File: src/rtl/nand_cmd_sequencer_if.sv
// Register-bus interface between the NAND command sequencer (master) and the
// NAND Avalon register bridge (slave).
// Bridge map: addr 0 = data I/O, addr 1 = command, addr 2 = status (bit0 busy).
// pwrite and pread are active-low strobes. readdata is valid one cycle after
// address changes.
interface nand_cmd_sequencer_if;
  logic [1:0]  address;
  logic [31:0] writedata;
  logic        pwrite;
  logic        pread;
  logic [31:0] readdata;

  modport master (
    output address,
    output writedata,
    output pwrite,
    output pread,
    input  readdata
  );

  modport slave (
    input  address,
    input  writedata,
    input  pwrite,
    input  pread,
    output readdata
  );
endinterface

File: src/rtl/nand_cmd_sequencer.sv
// NAND command sequencer: runs per-byte command jobs on the NAND bridge
// register port. Each iteration optionally writes a data byte (addr 0), writes
// the command (addr 1), waits SETTLE cycles, polls status (addr 2) until not
// busy, then optionally reads a data byte (addr 0) back to the rd stream.
// Optional feature macro: NAND_SEQ_TIMEOUT_EN. When it is defined, polling
// aborts the job after TIMEOUT busy cycles and pulses done together with err.
// When it is undefined, polling waits forever and err is always 0.
module nand_cmd_sequencer #(
  parameter int CNT_W   = 16,
  parameter int SETTLE  = 4,
  parameter int TIMEOUT = 4096
) (
  input  logic                 clk,
  input  logic                 reset,
  input  logic                 job_valid,
  output logic                 job_ready,
  input  logic [7:0]           job_cmd,
  input  logic [CNT_W-1:0]     job_count,
  input  logic                 job_wr,
  input  logic                 job_rd,
  input  logic                 wr_valid,
  output logic                 wr_ready,
  input  logic [7:0]           wr_data,
  output logic                 rd_valid,
  input  logic                 rd_ready,
  output logic [7:0]           rd_data,
  output logic                 done,
  output logic                 err,
  nand_cmd_sequencer_if.master bus
);

  localparam int SW = $clog2(SETTLE + 1);

  // Reject parameter values the settle/poll timing cannot work with.
  if (SETTLE < 2 || TIMEOUT < 1) begin : g_param_check
    $error("nand_cmd_sequencer: SETTLE must be >= 2 and TIMEOUT >= 1");
  end

  typedef enum logic [3:0] {
    S_IDLE,
    S_WR_WAIT,
    S_WR_PULSE,
    S_WR_HOLD,
    S_CMD,
    S_CMD_HOLD,
    S_SETTLE,
    S_POLL,
    S_RD_ADDR,
    S_RD_CAP,
    S_RD_HOLD,
    S_NEXT,
    S_DONE,
    S_ABORT
  } state_t;

  state_t           state;
  state_t           next_state;
  logic [7:0]       cmd_q;
  logic             wr_q;
  logic             rd_q;
  logic [CNT_W-1:0] iter;
  logic [7:0]       wr_byte;
  logic [7:0]       rd_data_q;
  logic [SW-1:0]    settle_cnt;
  logic             unused_readdata;

  assign unused_readdata = ^bus.readdata[31:8];
  assign rd_data         = rd_data_q;

`ifdef NAND_SEQ_TIMEOUT_EN
  localparam int PW = $clog2(TIMEOUT + 1);
  logic [PW-1:0] poll_cnt;

  // Count busy poll cycles in the current iteration; restart on every POLL entry.
  always_ff @(posedge clk or posedge reset) begin
    if (reset) begin
      poll_cnt <= '0;
    end else begin
      poll_cnt <= (state == S_POLL) ? poll_cnt + 1'b1 : '0;
    end
  end
`endif

  // State register; reset abandons any job in flight without a done pulse.
  always_ff @(posedge clk or posedge reset) begin
    if (reset) begin
      state <= S_IDLE;
    end else begin
      state <= next_state;
    end
  end

  // Job fields are captured at accept only, so upstream may change them mid-job.
  always_ff @(posedge clk or posedge reset) begin
    if (reset) begin
      cmd_q      <= '0;
      wr_q       <= 1'b0;
      rd_q       <= 1'b0;
      iter       <= '0;
      wr_byte    <= '0;
      rd_data_q  <= '0;
      settle_cnt <= '0;
    end else begin
      if (state == S_IDLE && job_valid) begin
        cmd_q <= job_cmd;
        wr_q  <= job_wr;
        rd_q  <= job_rd;
        iter  <= job_count;
      end
      if (state == S_WR_WAIT && wr_valid) begin
        wr_byte <= wr_data;
      end
      if (state == S_RD_CAP) begin
        rd_data_q <= bus.readdata[7:0];
      end
      if (state == S_NEXT) begin
        iter <= iter - 1'b1;
      end
      settle_cnt <= (state == S_SETTLE) ? settle_cnt + 1'b1 : '0;
    end
  end

  // Next-state logic: one pass through the write/command/poll/read loop per iteration.
  always_comb begin
    next_state = state;
    case (state)
      S_IDLE: begin
        if (job_valid) begin
          if (job_count == '0)  next_state = S_DONE;
          else if (job_wr)      next_state = S_WR_WAIT;
          else                  next_state = S_CMD;
        end
      end
      S_WR_WAIT:  if (wr_valid) next_state = S_WR_PULSE;
      S_WR_PULSE: next_state = S_WR_HOLD;
      S_WR_HOLD:  next_state = S_CMD;
      S_CMD:      next_state = S_CMD_HOLD;
      S_CMD_HOLD: next_state = S_SETTLE;
      S_SETTLE: begin
        if (settle_cnt == SW'(SETTLE - 1)) next_state = S_POLL;
      end
      S_POLL: begin
        if (!bus.readdata[0]) begin
          next_state = rd_q ? S_RD_ADDR : S_NEXT;
        end
`ifdef NAND_SEQ_TIMEOUT_EN
        else if (poll_cnt == PW'(TIMEOUT - 1)) begin
          next_state = S_ABORT;
        end
`endif
      end
      S_RD_ADDR:  next_state = S_RD_CAP;
      S_RD_CAP:   next_state = S_RD_HOLD;
      S_RD_HOLD:  if (rd_ready) next_state = S_NEXT;
      S_NEXT: begin
        if (iter == CNT_W'(1)) next_state = S_IDLE;
        else if (wr_q)         next_state = S_WR_WAIT;
        else                   next_state = S_CMD;
      end
      S_DONE:     next_state = S_IDLE;
      S_ABORT:    next_state = S_IDLE;
      default:    next_state = S_IDLE;
    endcase
  end

  // Output decode: bus strobes idle high, each write pulse is followed by a hold cycle.
  always_comb begin
    bus.address   = 2'd0;
    bus.writedata = 32'd0;
    bus.pwrite    = 1'b1;
    bus.pread     = 1'b1;
    job_ready     = 1'b0;
    wr_ready      = 1'b0;
    rd_valid      = 1'b0;
    done          = 1'b0;
    err           = 1'b0;
    case (state)
      S_IDLE:    job_ready = 1'b1;
      S_WR_WAIT: wr_ready  = 1'b1;
      S_WR_PULSE: begin
        bus.address   = 2'd0;
        bus.writedata = {24'd0, wr_byte};
        bus.pwrite    = 1'b0;
      end
      S_WR_HOLD: begin
        bus.address   = 2'd0;
        bus.writedata = {24'd0, wr_byte};
      end
      S_CMD: begin
        bus.address   = 2'd1;
        bus.writedata = {24'd0, cmd_q};
        bus.pwrite    = 1'b0;
      end
      S_CMD_HOLD: begin
        bus.address   = 2'd1;
        bus.writedata = {24'd0, cmd_q};
      end
      S_SETTLE:  bus.address = 2'd2;
      S_POLL: begin
        bus.address = 2'd2;
        bus.pread   = 1'b0;
      end
      S_RD_ADDR, S_RD_CAP: begin
        bus.address = 2'd0;
        bus.pread   = 1'b0;
      end
      S_RD_HOLD: begin
        bus.address = 2'd0;
        bus.pread   = 1'b0;
        rd_valid    = 1'b1;
      end
      S_NEXT:    done = (iter == CNT_W'(1));
      S_DONE:    done = 1'b1;
      S_ABORT: begin
        done = 1'b1;
`ifdef NAND_SEQ_TIMEOUT_EN
        err  = 1'b1;
`endif
      end
      default: begin
        bus.address = 2'd0;
      end
    endcase
  end

endmodule

File: src/flat_wrapper.sv
// flat-port wrapper written by rule: the top's interface ports become plain ports
module nand_cmd_sequencer_flat 
#(
  parameter int CNT_W   = 16,
  parameter int SETTLE  = 4,
  parameter int TIMEOUT = 4096
)
  (clk, reset, job_valid, job_ready, job_cmd, job_count, job_wr, job_rd, wr_valid, wr_ready, wr_data, rd_valid, rd_ready, rd_data, done, err, bus_address, bus_writedata, bus_pwrite, bus_pread, bus_readdata);
  nand_cmd_sequencer_if bus_i ();
  input  logic clk;
  input  logic reset;
  input  logic job_valid;
  output logic job_ready;
  input  logic [7:0] job_cmd;
  input  logic [CNT_W-1:0] job_count;
  input  logic job_wr;
  input  logic job_rd;
  input  logic wr_valid;
  output logic wr_ready;
  input  logic [7:0] wr_data;
  output logic rd_valid;
  input  logic rd_ready;
  output logic [7:0] rd_data;
  output logic done;
  output logic err;
  output wire logic [$bits(bus_i.address)-1:0] bus_address;
  output wire logic [$bits(bus_i.writedata)-1:0] bus_writedata;
  output wire logic [$bits(bus_i.pwrite)-1:0] bus_pwrite;
  output wire logic [$bits(bus_i.pread)-1:0] bus_pread;
  input wire logic [$bits(bus_i.readdata)-1:0] bus_readdata;
  assign bus_address = bus_i.address;
  assign bus_writedata = bus_i.writedata;
  assign bus_pwrite = bus_i.pwrite;
  assign bus_pread = bus_i.pread;
  assign bus_i.readdata = bus_readdata;
  nand_cmd_sequencer #(.CNT_W(CNT_W), .SETTLE(SETTLE), .TIMEOUT(TIMEOUT)) u_core (.clk(clk), .reset(reset), .job_valid(job_valid), .job_ready(job_ready), .job_cmd(job_cmd), .job_count(job_count), .job_wr(job_wr), .job_rd(job_rd), .wr_valid(wr_valid), .wr_ready(wr_ready), .wr_data(wr_data), .rd_valid(rd_valid), .rd_ready(rd_ready), .rd_data(rd_data), .done(done), .err(err), .bus(bus_i));
endmodule
File: config.mk
export PLATFORM = sky130hd
export DESIGN_NAME = nand_cmd_sequencer_flat
export DESIGN_NICKNAME = d
export VERILOG_FILES = /design/src/rtl/nand_cmd_sequencer_if.sv /design/src/rtl/nand_cmd_sequencer.sv /design/src/flat_wrapper.sv
export SDC_FILE = /design/constraint.sdc
export NUM_CORES = 1
export LEC_CHECK = 0
export CAP_MARGIN = 25
export CORE_AREA = 3 3 66 113
export DETAILED_ROUTE_END_ITERATION = 7
export DIE_AREA = 0 0 69 116
export PLACE_DENSITY = 0.78
export SLEW_MARGIN = 30
export SYNTH_ARGS = -nofsm -noshare
export SYNTH_HDL_FRONTEND = slang
export SYNTH_SLANG_ARGS = --single-unit
File: constraint.sdc
create_clock -name clk -period 3.3 [get_ports clk]
set_clock_uncertainty 0.15 [all_clocks]
set_input_delay 0.495 -clock clk [delete_from_list [all_inputs] [get_ports clk]]
set_output_delay 0.495 -clock clk [all_outputs]
set_load 0.01 [all_outputs]
==> metrics.csv <==
stage;metric;value;unit
worst_hold_path;hold_path_end;u_core.settle_cnt[0];
grt;grt_use_total;16.9;%
routing;drc_errors;0;
worst_hold_path;hold_start;u_core.settle_cnt[0];
critical_path;r2r_slack;0.80;ns
sta;worst_slew_pin_slew;0.671;ns
sta;rsz0062_at_grt;false;
synth;synth_cells;301;
final_layout;drive_above_1_share;9.24;%
critical_path;r2r_cells;6;
critical_path;slowest_stage;or4_4;
clock_network;clkTransAtPathRegs;0.07;ns
power;fin_total_pwr;2.96;mW
floorplan;die-area;8000;µm²
clock_network;cts_tree;yes;
critical_path;arrival;2.40;ns
placement;portBuffers;70;
critical_path;path_cells;or4_4 -> or4_1 -> o32ai_2 -> dlygate4sd2_1;
sta;hold_ws;0.285;ns
synth;synth_area_leaders;dfrtp_1 45%, buf_4 6.9%, nand2_1 6.9%;
run;cap_violations;0;
routing;ant_nets;0;
critical_path;start_kind;flop;
worst_hold_path;holdPathStages;1;
routing;wl_met3;371;µm
synth;synth_area_per_cell;9.09;µm²
sta;setup_tns;0;ns
synth;ys_types;41;
routing;drtIter0Drc;125;
synth;synth_compound_area_share;12.3;%
placement;gp_congestion;0.857;
clock_network;ctsRootBufferMaster;clkbuf_16;
synth;synth_xor_area_share;0;%
synth;synth_fa_ha_area_share;1.83;%
routing;wl;6700;µm
synth;yosys_register_bits;49;
critical_path;slowest_delay;0.60;ns
sta;setup_viol;0;
grt;grt_max_degree;50;
synth;yosysWarnings;0;
routing;post_drt_via_cell_ratio;5.31;
clock_network;clock_path_buffers;2;
synth;synth_mux_area_share;7.69;%
floorplan;die_w;69;µm
synth;synth-simple-area-share;23.2;%
synth;synth_top_family_by_area;simple AND/OR/NAND/NOR gates;
floorplan;num_rows;39;
routing;post_drt_wl_per_cell;14.9;µm
sta;max_freq;329;MHz
final_layout;final_cell_area;3610;µm²
synth;synth_edf_count;0;
routing;first_pass_iters;4;
synth;seq_area_frac_synth;44.8;%
routing;maxUsedRoutingLayer;met4;
critical_path;cp_data_required_time;2.65;ns
floorplan;die_h;116;µm
clock_network;cts_resized;3;
critical_path;r2r_end;u_core.iter[15];
synth;netlist.area_leader.share;44.8;%
critical_path;cp_max_fo;7;
worst_hold_path;hp-class;flop to flop;
clock_network;post_cts.repair.setup_buffers;0;
floorplan;io_pins;120;
critical_path;reg2reg_from;u_core.iter[7];
final_layout;layout.cells.non_filler;450;
synth;yosysTopAreaCell;dfrtp_1;
critical_path;worstSetupPathType;flop to primary output;
power;cellPowerDensity;819;nW/µm²
run_status;outcome;finished, final reports clean;
sta;period_share;92.2;%
floorplan;core_area;6640;µm²
clock_network;cts_made_buffers;5;
power;p_leak;1.55;nW
grt;grt_pass1_vias;2387;
sta;hold_viol;0;
routing;met2WireLength;3510;µm
routing;wl_met1;2700;µm
synth;async_flop_share;100;%
grt;grt_pass1_wl;11100;µm
placement;place_area;3420;µm²
synth;synth_ff_type;dfrtp_1;
sta;slew_headroom;55.1;%
final_layout;area_growth;31.9;%
synth;synth_area;2740;µm²
sta;drv_slew;0;
grt;antenna_found_initial;0;
routing;vias;2389;
placement;hpwl;5000;µm
clock_network;hold_buffers;0;
grt;gr-total-overflow;0;
clock_network;htreeDepth;2;
sta;post-route-min-period;3.04;ns
placement;place_inst;442;
power;vdd_ir_drop_max;0.466;mV
clock_network;clkSinkCount;49;
final_layout;diodes;0;
floorplan;start_util;41.2;%
final_layout;nets;442;
clock_network;clk_latency;0.29;ns
critical_path;cp-end-kind;primary output;
synth_stat cells (6+ instances only):
cell type  instances
nand2_1           50
buf_4             25
inv_1              6
mux2_2            16
nor3_1             9
o211ai_1           7
nor2_1            27
dfrtp_1           49
a21oi_1           10
nor4_1             8
nor2b_1            6
o21ai_0            7
clkbuf_1          13
nand3_1            9
a22oi_1            8
logic make-up (layout without fill, tap and decap cells):
logic type                 Yosys count  count (layout)
and+or+nand+nor                    132             132
buffers and inverters               47              90
other                                1              25
adders and majority gates            4               4
DFF                                 49              49
muxes                               19              19
AOI/OAI and AO/OA                   49              49
power by group:
part | leakage (nW) | internal, mW | switching, mW
Sequential | 0.599 | 0.880 | 0.270
Combinational | 0.866 | 0.651 | 0.564
Clock | 0.0841 | 0.379 | 0.211
cell usage in the layout (no fill, tap or decap), drive strengths merged, types with 2 or more instances in the layout:
| master | count |
|---|---|
| a211oi | 4 |
| a21oi | 10 |
| a22oi | 8 |
| a311oi | 3 |
| and2 | 2 |
| buf | 6 |
| clkbuf | 7 |
| clkdlybuf4s50 | 69 |
| conb | 25 |
| dfrtp | 49 |
| ha | 4 |
| inv | 6 |
| mux2 | 16 |
| mux2i | 3 |
| nand2 | 50 |
| nand2b | 5 |
| nand3 | 9 |
| nand4 | 2 |
| nor2 | 27 |
| nor2b | 6 |
| nor3 | 9 |
| nor4 | 8 |
| o211ai | 7 |
| o21ai | 8 |
| o311ai | 4 |
| or3 | 2 |
| or4 | 4 |
flip-flops by register name, indices dropped and copies added (netlist names):
register           flops
u_core.iter           16
u_core.cmd_q           8
u_core.wr_byte         8
u_core.wr_q            1
u_core.rd_data         8
u_core.settle_cnt      3
u_core.rd_q            1
u_core.state           4
layer usage:
| metal | track usage, % | vias to the layer above |
|---|---|---|
| met3 | 2.86 | 12 |
| met2 | 31.1 | 92 |
| met5 | 0 | - |
| li1 | - | 1150 |
| met4 | 6.52 | 0 |
| met1 | 19.5 | 1135 |
how the worst max path moves through the flow:
stage	startpoint	end	slack, ns	depth (start not counted)
floorplan	u_core.iter[7]	done	0.67	5
global placement	u_core.iter[7]	done	0.21	4
detailed placement	u_core.iter[7]	done	0.16	4
CTS	u_core.iter[7]	done	0.26	4
global route	u_core.state[2]	bus_writedata[6]	0.12	4
finish	u_core.iter[7]	done	0.26	4
critical path, delay by kind of cell, from the launching register on:
family                 cells  cell delay, ns
buffers and inverters      1            0.30
AND/OR/NAND/NOR            2            1.07
AO/OA/AOI/OAI              1            0.30
flip-flops                 1            0.44
final cells by class:
type	instances	area, µm²
Clock buffer	7	143
Clock inverter	1	30.0
Fill cell	641	3030
Inverter	6	25.0
Multi-Input combinational cell	229	1340
Sequential cell	49	1230
Tap cell	82	103
Timing Repair Buffer	76	744
per-stage QoR:
step / setup slack, ns / util (%)
3_5_place_dp: 0.161 / 51.6
5_1_grt: 0.117 / 54.4
3_3_place_gp: 0.208 / 51.6
4_1_cts: 0.255 / 54.4
2_1_floorplan: 0.669 / -
6_report: 0.256 / 54.4
Note: power is estimated with default switching activity, not from simulation.
